===== config.mk =====
export PLATFORM = sky130hd
export DESIGN_NAME = muldiv_ctrl
export DESIGN_NICKNAME = d
export VERILOG_FILES = /design/src/rtl/muldiv_ctrl_pkg.sv /design/src/rtl/muldiv_ctrl_div_iter.sv /design/src/rtl/muldiv_ctrl.sv
export SDC_FILE = /design/constraint.sdc
export NUM_CORES = 2
export LEC_CHECK = 0
export CAP_MARGIN = 20
export CORE_MARGIN = 3
export CORE_UTILIZATION = 45
export CTS_BUF_LIST = sky130_fd_sc_hd__clkbuf_8
export CTS_CLUSTER_DIAMETER = 200
export DETAILED_ROUTE_END_ITERATION = 8
export HOLD_SLACK_MARGIN = 0.05
export PLACE_DENSITY_LB_ADDON = 0.1
export SKIP_CTS_REPAIR_TIMING = 1
export SYNTH_ARGS = -nofsm -noshare
export SYNTH_HDL_FRONTEND = slang
export SYNTH_SLANG_ARGS = --single-unit

===== constraint.sdc =====
create_clock -name clk -period 10.4 [get_ports clk]
set_input_delay 2.08 -clock clk [delete_from_list [all_inputs] [get_ports clk]]
set_output_delay 2.08 -clock clk [all_outputs]
set_load 0.005 [all_outputs]

===== src/rtl/muldiv_ctrl_pkg.sv =====
// Shared types and constants for the EX-stage HI/LO multiply/divide sequencer.
// Imported by the sequencer top and its restoring-divide step.
package muldiv_ctrl_pkg;

  localparam int DIV_BITS = 32;
  localparam logic [1:0] HILO_W_BOTH = 2'b11;

  typedef enum logic [1:0] {
    MD_IDLE = 2'd0,
    MD_MUL  = 2'd1,
    MD_DIV  = 2'd2,
    MD_DONE = 2'd3
  } md_state_e;

  function automatic logic [31:0] mag(
    input logic [31:0] v,
    input logic        sgn
  );
    return (sgn && v[31]) ? -v : v;
  endfunction

endpackage


===== src/rtl/muldiv_ctrl_div_iter.sv =====
// One restoring-division step: shift in the next dividend bit,
// trial-subtract the divisor, keep the difference when it is non-negative.
module muldiv_ctrl_div_iter
  import muldiv_ctrl_pkg::*;
#(
  parameter int W = DIV_BITS
) (
  input  logic [W:0]   rem_in,
  input  logic         dvd_msb,
  input  logic [W-1:0] dvs,
  output logic [W:0]   rem_out,
  output logic         q_bit
);

  logic [W+1:0] sh;
  logic [W+1:0] dvs_x;

  always_comb begin
    sh      = {rem_in, dvd_msb};
    dvs_x   = {2'b00, dvs};
    q_bit   = (sh >= dvs_x);
    rem_out = q_bit ? (W+1)'(sh - dvs_x) : sh[W:0];
  end

endmodule


===== src/rtl/muldiv_ctrl.sv =====
// Multi-cycle HI/LO multiply/divide sequencer for EX: stalls while busy,
// then writes {HI,LO} when the instruction advances to MEM.
module muldiv_ctrl
  import muldiv_ctrl_pkg::*;
#(
  parameter int MUL_CYCLES = 2,
  parameter int DIV_BITS   = 32
) (
  input  logic        clk,
  input  logic        resetn,
  input  logic        ex_valid,
  input  logic        ex_mult,
  input  logic        ex_div,
  input  logic        ex_mdsign,
  input  logic [31:0] ex_rs_val,
  input  logic [31:0] ex_rt_val,
  input  logic        ex_adv,
  input  logic        flush,
  output logic        md_stall,
  output logic        md_busy,
  output logic [1:0]  hilo_wen,
  output logic [31:0] hi_out,
  output logic [31:0] lo_out
);

  md_state_e   state, state_nxt;
  logic [4:0]  cnt;
  logic [31:0] op_a, op_b;
  logic [31:0] res_hi, res_lo;
  logic [32:0] rem, rem_nxt;
  logic        qneg, rneg, q_bit;
  logic        start, mul_last, div_last;
  logic [63:0] prod;
  logic [31:0] quo_fin;

  // resetn gate keeps md_stall low while reset is held
  assign start = resetn && (state == MD_IDLE) && ex_valid
               && (ex_mult || ex_div) && !flush;

  assign mul_last = (cnt == 5'(MUL_CYCLES - 1));
  assign div_last = (cnt == 5'(DIV_BITS - 1));
  assign prod     = 64'(op_a) * 64'(op_b);
  assign quo_fin  = {op_a[30:0], q_bit};

  muldiv_ctrl_div_iter #(
    .W(DIV_BITS)
  ) u_div_iter (
    .rem_in (rem),
    .dvd_msb(op_a[31]),
    .dvs    (op_b),
    .rem_out(rem_nxt),
    .q_bit  (q_bit)
  );

  always_ff @(posedge clk or negedge resetn) begin
    if (!resetn) state <= MD_IDLE;
    else         state <= state_nxt;
  end

  always_comb begin
    state_nxt = state;
    unique case (state)
      MD_IDLE: begin
        if (start) state_nxt = ex_div ? MD_DIV : MD_MUL;
      end
      MD_MUL:  if (mul_last) state_nxt = MD_DONE;
      MD_DIV:  if (div_last) state_nxt = MD_DONE;
      MD_DONE: if (ex_adv)   state_nxt = MD_IDLE;
      default: state_nxt = MD_IDLE;
    endcase
    if (flush) state_nxt = MD_IDLE;
  end

  always_comb begin
    md_stall = (start || state == MD_MUL || state == MD_DIV) && !flush;
    md_busy  = (state != MD_IDLE);
    hilo_wen = (state == MD_DONE && ex_adv && !flush) ? HILO_W_BOTH : 2'b00;
    hi_out   = res_hi;
    lo_out   = res_lo;
  end

  // op_a doubles as the dividend shift register collecting quotient bits
  always_ff @(posedge clk or negedge resetn) begin
    if (!resetn) begin
      cnt    <= '0;
      op_a   <= '0;
      op_b   <= '0;
      rem    <= '0;
      qneg   <= 1'b0;
      rneg   <= 1'b0;
      res_hi <= '0;
      res_lo <= '0;
    end else if (!flush) begin
      unique case (state)
        MD_IDLE: begin
          if (start) begin
            op_a <= mag(ex_rs_val, ex_mdsign);
            op_b <= mag(ex_rt_val, ex_mdsign);
            rem  <= '0;
            cnt  <= '0;
            qneg <= ex_mdsign && (ex_rs_val[31] ^ ex_rt_val[31]);
            rneg <= ex_mdsign && ex_rs_val[31];
          end
        end
        MD_MUL: begin
          cnt <= cnt + 5'd1;
          if (mul_last) {res_hi, res_lo} <= qneg ? -prod : prod;
        end
        MD_DIV: begin
          cnt  <= cnt + 5'd1;
          op_a <= quo_fin;
          rem  <= rem_nxt;
          if (div_last) begin
            res_lo <= qneg ? -quo_fin : quo_fin;
            res_hi <= rneg ? -rem_nxt[31:0] : rem_nxt[31:0];
          end
        end
        default: ;
      endcase
    end
  end

endmodule


==> impl_metrics.tcl <==
set metrics [dict create \
    status "completed" \
    synth-main-ff-cell "dfrtp_1" \
    die_h_um 336 \
    cpPeakStageDelay_ns 1.01 \
    ys_ff_latch 170 \
    dr.pass1.iters 5 \
    layout-drive-gt1-share_pct 5.02 \
    endpoint_kind "register" \
    clkLatencyLatePin_ns 0.66 \
    slowest_stage "dfrtp_1" \
    clock-root-buffer "clkbuf_8" \
    ys_seq_area_share_pct 8.69 \
    final-max-slew-violation-count 0 \
    startpoint_type "register" \
    clock-sinks 170 \
    antenna_found_initial 10 \
    htree_levels 4 \
    rsz0062_at_grt "false" \
    maxCapViolations 0 \
    cts_tree "yes" \
    globalRouteOverflowTotal 0 \
    worst_pin_slew_ns 1.18 \
    synth.net_count 7080 \
    drt_wl_total_um 173000 \
    max_slew_margin_pct 19.0 \
    final_cell_mix "951 x inv_1, 897 x fa_1, 761 x nand2_1" \
    area_growth_pct 7.57 \
    syn_area_um2 48900 \
    avgSynthCellArea_um2 8.43 \
    final_nets 7060 \
    ys_warn_count 0 \
    critPathRequiredTime_ns 10.96 \
    grt_max_degree 91 \
    dp_hpwl_um 145000 \
    hp-start "lo_out[17]" \
    hold_violations 0 \
    async_reset_ff_share_pct 100 \
    crit_buf_inv 6 \
    final_common_cell "inv_1" \
    track_usage_pct 31.5 \
    clk_path_buf_depth 2 \
    portBuffers 139 \
    floorplan.die_area_um2 113000 \
    die_w_um 336 \
    worst_slack_ns 0.404 \
    synthCells 5802 \
    cp_data_arrival_time_ns 10.55 \
    clkTransAtPathRegs_ns 0.14 \
    hp-class "reg2reg" \
    fin_crit_ns 10.0 \
    finalHoldWorstSlack_ns 0.499 \
    cpLargestDelayFamily "adder cells" \
    worst_path_most_repeated_cell "fa_1" \
    fin_setup_tns_ns 0 \
    worst_r2r_startpoint "op_a[6]" \
    grt_first_pass_wirelength_um 268000 \
    wl_per_cell_um 24.1 \
    place.gp.congestion 0.973 \
    synth_edf_count 0 \
    dpl_worst_slack_ns 0.445 \
    finalCritPeriodShare_pct 96.1 \
    crit_fanout 17 \
    cts_buffers 17 \
    fillers 10600 \
    drt_iter0_drc 3307 \
    cp-startpoint "op_a[6]" \
    drc 0 \
    antenna_left 0 \
    ios 140 \
    setup_violations 0 \
    grt_pass1_vias 42100 \
    via_per_inst 5.67 \
    row_count 120 \
    path_class "reg2reg" \
    core_um2 108000 \
    fmax_ghz 0.100 \
    num_vias 40800 \
    initial_core_util_pct 45.5 \
    netlist-cell-type-count 108 \
    clock_skew_ns 0.0558 \
]
[state kept, by name, indices dropped and copies added (netlist names)]
name / cells
op_a: 32
cnt: 5
op_b: 32
rneg: 1
rem: 33
hi_out: 32
qneg: 1
lo_out: 32
state: 2
[logic make-up after synthesis]
| kind of cell | Yosys count | synth area share (%) |
|---|---|---|
| fa+ha+maj | 1206 | 44.6 |
| buf+inv | 1314 | 10.2 |
| xor+xnor | 209 | 3.74 |
| simple gates | 1970 | 20.2 |
| mux | 36 | 0.770 |
| flops | 170 | 8.69 |
| compound gates | 897 | 11.8 |
[worst reg2reg max path: cells and delay by family, from the launching register on]
family | cells | cell delay, ns
fa+ha+maj | 9 | 4.54
compound gates | 5 | 1.97
flops | 1 | 1.01
buf+inv | 6 | 0.95
simple gates | 5 | 0.92
xor+xnor | 2 | 0.53
[cell usage after synthesis, types with 8 or more instances]
library cell  instances  area [um2]
or3_1                59         369
o31a_1                8        70.1
and2_1              579        3620
o21a_1               34         255
or2_2                13        81.3
buf_2                24         120
or4_1                17         128
o31ai_1              44         330
nand2b_1             21         131
nor4_1               28         175
ha_1                309        3870
nand4_1              46         288
mux2i_1              32         320
o21ai_0             290        1450
a31oi_1              23         144
nand2_1             762        2860
a21o_1               41         308
inv_1               951        3570
xor2_1               86         753
xnor2_1             123        1080
o21bai_1             15         113
dfrtp_1             170        4250
o21ai_1              13        65.1
nor2b_1              10        62.6
o211ai_1             19         143
nor3_1               60         300
buf_1                28         105
nand3_1              71         355
a211o_1               9        78.8
clkbuf_1            302        1130
a211oi_1             33         248
a21oi_1             230        1150
and4_1               12         105
o221ai_1              8        70.1
and3_1               23         144
nor2_1              222         833
fa_1                897       18000
o41ai_1              19         166
[layout make-up]
type	instances	area (um2)	area share, %
Antenna cell	1	2.50	0.00475
Clock buffer	17	234	0.444
Clock inverter	15	191	0.364
Inverter	953	3580	6.80
Multi-Input combinational cell	4318	39700	75.5
Sequential cell	170	4260	8.09
Tap cell	1403	1760	3.33
Timing Repair Buffer	322	2900	5.51
[final timing paths]
| kind | endpoint | slack, ns | depth (start not counted) |
|---|---|---|---|
| setup / recovery | hi_out[25] | 0.40 | 27 |
| hold / removal | lo_out[17] | 0.50 | 1 |
| setup reg to reg | hi_out[25] | 0.40 | 27 |
| hold reg to reg | lo_out[17] | 0.50 | 1 |
| max in group asynchronous | op_a[14] | 7.55 | 2 |
| min in group asynchronous | rem[17] | 1.47 | 1 |
[metrics by stage]
stage	utilization, %	cells	cell area (um2)
2_1_floorplan	-	5802	48900
3_3_place_gp	48.4	7160	52000
3_5_place_dp	48.5	7162	52100
4_1_cts	48.9	7194	52500
5_1_grt	49.0	7198	52600
6_report	49.0	7199	52600
[metal layers]
layer  vias to the layer above  GRT usage, %  share of wire, %
met1                     21100          47.3                47
met2                      1332          48.3                44
met3                       154          4.62               6.7
met4                         6          6.85               2.2
met5                         -             0             0.024
li1                      18200             -                 -
Power is not shown: default switching activity piles up to over one toggle a cycle in this logic, so the estimate is an artifact.
